File: src/rtl/writeback_unit_pkg.sv
// Shared write-back types: per-pipe result records, register-file write port
// and the winning-pipe encoding used by the result selector.
package defines;

   localparam int unsigned REG_WIDTH  = 32;
   localparam int unsigned NUM_REGS   = 32;
   localparam int unsigned REG_ADDR_W = $clog2(NUM_REGS);

   typedef struct packed {
      logic [REG_ADDR_W-1:0] rd;
      logic                  register_write;
      logic [REG_WIDTH-1:0]  result;
      logic                  redirect;
      logic [31:0]           target;
   } alu_wb_inf_t;

   typedef struct packed {
      logic [REG_ADDR_W-1:0] rd;
      logic                  register_write;
      logic [REG_WIDTH-1:0]  result;
      logic                  replay;
      logic [31:0]           pc;
   } lst_wb_inf_t;

   typedef struct packed {
      logic [REG_ADDR_W-1:0] rd;
      logic [REG_WIDTH-1:0]  result;
   } mul_wb_inf_t;

   typedef struct packed {
      logic [REG_ADDR_W-1:0] rd;
      logic [REG_WIDTH-1:0]  result;
   } div_wb_inf_t;

   typedef struct packed {
      logic                  wr_en;
      logic [REG_ADDR_W-1:0] rd;
      logic [REG_WIDTH-1:0]  wr_data;
   } wb_ix_inf_t;

   typedef enum logic [2:0] {
      SEL_NONE = 3'd0,
      SEL_ALU  = 3'd1,
      SEL_LST  = 3'd2,
      SEL_MUL  = 3'd3,
      SEL_DIV  = 3'd4
   } wb_pipe_e;

endpackage

File: src/rtl/writeback_unit_result_select.sv
// Combinational fixed-priority (DIV > MUL > LST > ALU) result selector with
// same-cycle collision detection; squash masking is applied by the caller.
module wb_result_select
   import defines::*;
(
   input  logic                  i_alu_valid,
   input  alu_wb_inf_t           i_alu,
   input  logic                  i_lst_valid,
   input  lst_wb_inf_t           i_lst,
   input  logic                  i_mul_valid,
   input  mul_wb_inf_t           i_mul,
   input  logic                  i_div_valid,
   input  div_wb_inf_t           i_div,
   output wb_pipe_e              o_sel,
   output logic                  o_wr_en,
   output logic [REG_ADDR_W-1:0] o_rd,
   output logic [REG_WIDTH-1:0]  o_wr_data,
   output logic                  o_branch,
   output logic [31:0]           o_target,
   output logic                  o_collision
);

   logic [3:0] w_valid_vec;

   assign w_valid_vec = {i_div_valid, i_mul_valid, i_lst_valid, i_alu_valid};
   // Clearing the lowest set bit leaves something only if two or more were set.
   assign o_collision = (w_valid_vec & (w_valid_vec - 4'd1)) != 4'd0;

   always_comb begin
      o_sel     = SEL_NONE;
      o_wr_en   = 1'b0;
      o_rd      = '0;
      o_wr_data = '0;
      o_branch  = 1'b0;
      o_target  = '0;
      if (i_div_valid) begin
         o_sel     = SEL_DIV;
         o_wr_en   = 1'b1;
         o_rd      = i_div.rd;
         o_wr_data = i_div.result;
      end else if (i_mul_valid) begin
         o_sel     = SEL_MUL;
         o_wr_en   = 1'b1;
         o_rd      = i_mul.rd;
         o_wr_data = i_mul.result;
      end else if (i_lst_valid) begin
         o_sel     = SEL_LST;
         o_rd      = i_lst.rd;
         o_wr_data = i_lst.result;
         if (i_lst.replay) begin
            o_branch = 1'b1;
            o_target = i_lst.pc;
         end else begin
            o_wr_en  = i_lst.register_write;
         end
      end else if (i_alu_valid) begin
         o_sel     = SEL_ALU;
         o_wr_en   = i_alu.register_write;
         o_rd      = i_alu.rd;
         o_wr_data = i_alu.result;
         o_branch  = i_alu.redirect;
         o_target  = i_alu.redirect ? i_alu.target : 32'd0;
      end
   end

endmodule

File: src/rtl/writeback_unit.sv
// Final pipeline stage: selects one execution-pipe result per cycle, writes the
// register file, issues redirects, squashes wrong-path ALU/LST results and retires.
module writeback_unit
   import defines::*;
#(
   parameter int unsigned SQUASH_CYCLES = 2,
   parameter int unsigned INSTRET_WIDTH = 64
) (
   input  logic                     clk,
   input  logic                     rst,
   input  logic                     alu_wb_valid,
   input  alu_wb_inf_t              alu_wb_inf,
   input  logic                     lst_wb_valid,
   input  lst_wb_inf_t              lst_wb_inf,
   input  logic                     mul_wb_valid,
   input  mul_wb_inf_t              mul_wb_inf,
   input  logic                     div_wb_valid,
   input  div_wb_inf_t              div_wb_inf,
   output wb_ix_inf_t               wb_ix_inf,
   output logic                     wb_do_branch,
   output logic [31:0]              wb_branch_target,
   output logic [INSTRET_WIDTH-1:0] wb_instret,
   output logic                     wb_collision_err
);

   localparam int unsigned SQW = (SQUASH_CYCLES > 0) ? $clog2(SQUASH_CYCLES + 1) : 1;

   logic [SQW-1:0]           r_squash;
   wb_ix_inf_t               r_wb_ix_inf;
   logic                     r_do_branch;
   logic [31:0]              r_branch_target;
   logic [INSTRET_WIDTH-1:0] r_instret;
   logic                     r_collision_err;

   logic                     w_squashing;
   logic                     w_alu_valid;
   logic                     w_lst_valid;
   wb_pipe_e                 w_sel;
   logic                     w_wr_en;
   logic [REG_ADDR_W-1:0]    w_rd;
   logic [REG_WIDTH-1:0]     w_wr_data;
   logic                     w_branch;
   logic [31:0]              w_target;
   logic                     w_collision;
   logic                     w_retire;

   assign w_squashing = (r_squash != '0);
   assign w_alu_valid = alu_wb_valid && !w_squashing;
   assign w_lst_valid = lst_wb_valid && !w_squashing;

   wb_result_select u_select (
      .i_alu_valid (w_alu_valid),
      .i_alu       (alu_wb_inf),
      .i_lst_valid (w_lst_valid),
      .i_lst       (lst_wb_inf),
      .i_mul_valid (mul_wb_valid),
      .i_mul       (mul_wb_inf),
      .i_div_valid (div_wb_valid),
      .i_div       (div_wb_inf),
      .o_sel       (w_sel),
      .o_wr_en     (w_wr_en),
      .o_rd        (w_rd),
      .o_wr_data   (w_wr_data),
      .o_branch    (w_branch),
      .o_target    (w_target),
      .o_collision (w_collision)
   );

   // An LST winner that branches is a replay: it re-executes, so it does not retire.
   assign w_retire = (w_sel != SEL_NONE) && !((w_sel == SEL_LST) && w_branch);

   always_ff @(posedge clk or negedge rst) begin
      if (!rst) begin
         r_squash        <= '0;
         r_wb_ix_inf     <= '0;
         r_do_branch     <= 1'b0;
         r_branch_target <= '0;
         r_instret       <= '0;
         r_collision_err <= 1'b0;
      end else begin
         r_wb_ix_inf.wr_en   <= w_wr_en && (w_rd != '0);
         r_wb_ix_inf.rd      <= w_rd;
         r_wb_ix_inf.wr_data <= w_wr_data;
         r_do_branch         <= w_branch;
         r_branch_target     <= w_target;
         if (w_retire)
            r_instret <= r_instret + INSTRET_WIDTH'(1);
         if (w_collision)
            r_collision_err <= 1'b1;
         if (w_branch)
            r_squash <= SQW'(SQUASH_CYCLES);
         else if (w_squashing)
            r_squash <= r_squash - SQW'(1);
      end
   end

   assign wb_ix_inf        = r_wb_ix_inf;
   assign wb_do_branch     = r_do_branch;
   assign wb_branch_target = r_branch_target;
   assign wb_instret       = r_instret;
   assign wb_collision_err = r_collision_err;

endmodule

File: config.mk
export PLATFORM = sky130hd
export DESIGN_NAME = writeback_unit
export DESIGN_NICKNAME = d
export VERILOG_FILES = /design/src/rtl/writeback_unit_pkg.sv /design/src/rtl/writeback_unit_result_select.sv /design/src/rtl/writeback_unit.sv
export SDC_FILE = /design/constraint.sdc
export NUM_CORES = 1
export LEC_CHECK = 0
export BUFFER_PORTS_ARGS = -buffer_cell sky130_fd_sc_hd__buf_2
export CORE_AREA = 2 2 140 142
export CTS_BUF_LIST = sky130_fd_sc_hd__clkbuf_16
export CTS_CLUSTER_SIZE = 25
export DETAILED_ROUTE_END_ITERATION = 10
export DIE_AREA = 0 0 142 144
export GPL_TIMING_DRIVEN = 0
export HOLD_SLACK_MARGIN = 0.08
export PLACE_DENSITY = 0.68
export SYNTH_ARGS = -nofsm -noshare
export SYNTH_HDL_FRONTEND = slang
export SYNTH_SLANG_ARGS = --single-unit
File: constraint.sdc
create_clock -name clk -period 2.01 [get_ports clk]
set_clock_uncertainty 0.05 [all_clocks]
set_input_delay 0.3015 -clock clk [delete_from_list [all_inputs] [get_ports clk]]
set_output_delay 0.3015 -clock clk [all_outputs]
set_load 0.02 [all_outputs]
==> run metrics <==
row count 51; effective utilization at floorplan roughly 33%; critical path capture point type flop; Routed WL per cell 17.6 um; Avg Cell Area, Syn 10.6 sq um; WS Path Type reg -> reg; DP Area 8360 sq um; grt met1 use between 20 and 30%; RSZ-0062 raised after global routing true; post-DR vias/cell 5.09; remaining antenna violation count 0; ratio of cells with drive above 1 in the final layout 44.7%; initial antenna violation count 7; Max Fanout on Critical Path 10; largest cells by area after synthesis dfrtp_1 55%, nor2_1 5.6%, a221oi_1 5.3%; hpwl dp 16900 um; routability cong. 0.912; Peak VDD IR ~0.53 mV; IO Pins 358; first-pass GRT wire length about 34000 um; Hold Fails Final Rpt 0; Critical Path, Cell by Cell inv_2 > ha_4 > and3b_1 > buf_4 > a221oi_1 > nor2_1 > nor3_1 > a21oi_1; Area Overhead vs Synth 57.3%; CTS tree built; R2R cell count 8; CTS Sinks 138; fmax 511 MHz; Die Ht 144 um; fin crit share a little over nine tenths; WHS Path Cells 3; met3 GRT Util 5.79%; fin. max-slew vios 0; clk_lat worst skew 0.42 ns; Slew headroom 60.8%; core area about 19000 sq um; Total GRT Usage between 20% and 30%; area occupied by multi-input gates 2810 sq um; DRC Markers 0; Final min period 1.96 ns; fin worst setup slack 0.0533 ns; Routed WL 22500 um; Net Count, Synth 813; CP peak stage delay 0.38 ns; final net count 1248; fin util 51.5%; HP Class in -> reg; critical path's slowest cell dfrtp_1; busiest grt layer met2; input/output buffers 356; largest area contributor in the netlist dfrtp_1; clock slew at reported path FFs 0.06 ns; M2 GR Usage 36.4%; cells after synthesis 589; Post-Place Worst Slack -0.614 ns; top-area cell type share of the netlist area 55.3%; Startpoint Class flop; number of synthesized register bits 138; H-tree depth 4; pwr dens 855 nW/um^2; DRT Pass-1 Iters 5; unique cell type count in the Yosys netlist 44; Die X 142 um; Clock Path Buffers 2; Pleak 0.00508 uW; CP required 2.23 ns; Worst-Margin Slew 0.588 ns; grt ovf 0; Reg area 3460 sq um; fillers 1709; status complete, no violations; DIE AREA 20400 sq um; vias in the first global route about 6500; commonest non-fill, non-tap cell in the layout buf_2; final setup violation count 0; max-cap violations 0; largest net degree at the start of global routing between 90 and 100; Mapped Area 6250 sq um; Root Buffer clkbuf_16; most frequent cells in the layout 355 x buf_2, 136 x dfrtp_1, 92 x nor2_1; TritonCTS Buffers 17; CP arrival 2.18 ns; drt initial violations 202; Seq/Total Area, Yosys 55.3%; vias post-DR 6514; yosys warns 0; design area 9830 sq um
-- where the power goes --
part / switching (uW) / leakage, uW / total, uW / internal [uW]
Sequential: 137 / 0.00178 / 3130 / 2990
Combinational: 1110 / 0.00300 / 1920 / 809
Clock: 1270 / 0.000299 / 3350 / 2080
Total: 2520 / 0.00508 / 8400 / 5880
-- cell usage after synthesis, drive strengths merged --
cell    count
and4        4
nor4bb      1
nor2       93
and3b       1
buf         6
o21ai       2
xnor2      33
nand4      23
inv        14
or2         2
dfrtp     138
clkinv      1
xor2       31
or3         4
or4         2
and4bb      1
a22oi      32
clkbuf     30
nand3      21
a21oi       5
o31ai       1
nor3       14
o221ai      1
nor2b       1
nand2      24
and2        7
a221oi     38
o22ai      36
ha          2
nor4        8
nor3b       1
mux2        1
a211oi      1
o211ai      1
and3        8
nand2b      1
-- worst max-delay path: cells and delay by family (launching register included) --
kind / cells / cell delay [ns]
fa+ha+maj: 1 / 0.17
compound gates: 2 / 0.39
flops: 1 / 0.38
simple gates: 3 / 0.55
buf+inv: 2 / 0.26
-- registers in the layout, indices dropped and copies added, names as in the netlist --
signal	cells
wb_collision_err	1
r_squash	2
wb_branch_target	32
wb_instret	64
wb_do_branch	1
wb_ix_inf	38
-- final cells by class --
class                   instances  area share, %
plain buffers                  33           1.73
well taps                     238           3.03
inverters                      15          0.573
multi-input cells             400           28.6
clock inverters                15           2.02
clock buffers                  17           4.33
diodes                          5          0.127
flip-flops and latches        138           35.2
repair buffers                419           24.4
-- per-stage QoR --
step / hold slack (ns) / total power [uW] / setup TNS, ns / std cells
detailed placement: 0.221 / 4790 / -44.56 / 1184
finish: 0.0909 / 8400 / 0 / 1280
CTS: 0.0801 / 8310 / 0 / 1265
global route: 0.0824 / 8790 / -0.0944 / 1278
floorplan: -0.0441 / 4050 / 0 / 589
global placement: 0.405 / 4760 / -231.43 / 1183
-- metal layers --
layer,part of all wire [%],vias up
li1,-,3036
met1,39,3143
met2,50,267
met3,6.1,64
met4,4.2,4
met5,0.093,-
-- timing repair --
action,4_1_cts,5_1_grt
pin swaps,3,16
gates resized for setup,24,48
hold buffers,47,0
setup buffers,3,12
endpoints found under the hold margin,81,0
setup endpoints to repair,125,105
-- cell families after synthesis --
family / count (synthesis) / share of synthesized area (%)
flip-flops: 138 / 55.3
adder cells (fa/ha/maj): 2 / 0.400
AO/OA/AOI/OAI: 117 / 13.8
AND/OR/NAND/NOR: 216 / 18.2
XOR/XNOR: 64 / 8.97
multiplexers: 1 / 0.180
buffers and inverters: 51 / 3.16
-- worst paths after layout --
| check | start | endpoint | slack [ns] |
|---|---|---|---|
| worst max-delay path | r_squash[0] | wb_ix_inf[37] | 0.05 |
| worst min-delay path | div_wb_inf[23] | wb_ix_inf[23] | 0.09 |
| worst max register to register | r_squash[0] | wb_ix_inf[37] | 0.05 |
| worst min register to register | wb_instret[63] | wb_instret[63] | 0.42 |
| max in group asynchronous | rst | wb_branch_target[10] | 0.75 |
| min in group asynchronous | rst | wb_instret[28] | 0.34 |
No activity file was read; power rests on OpenSTA's default activity.
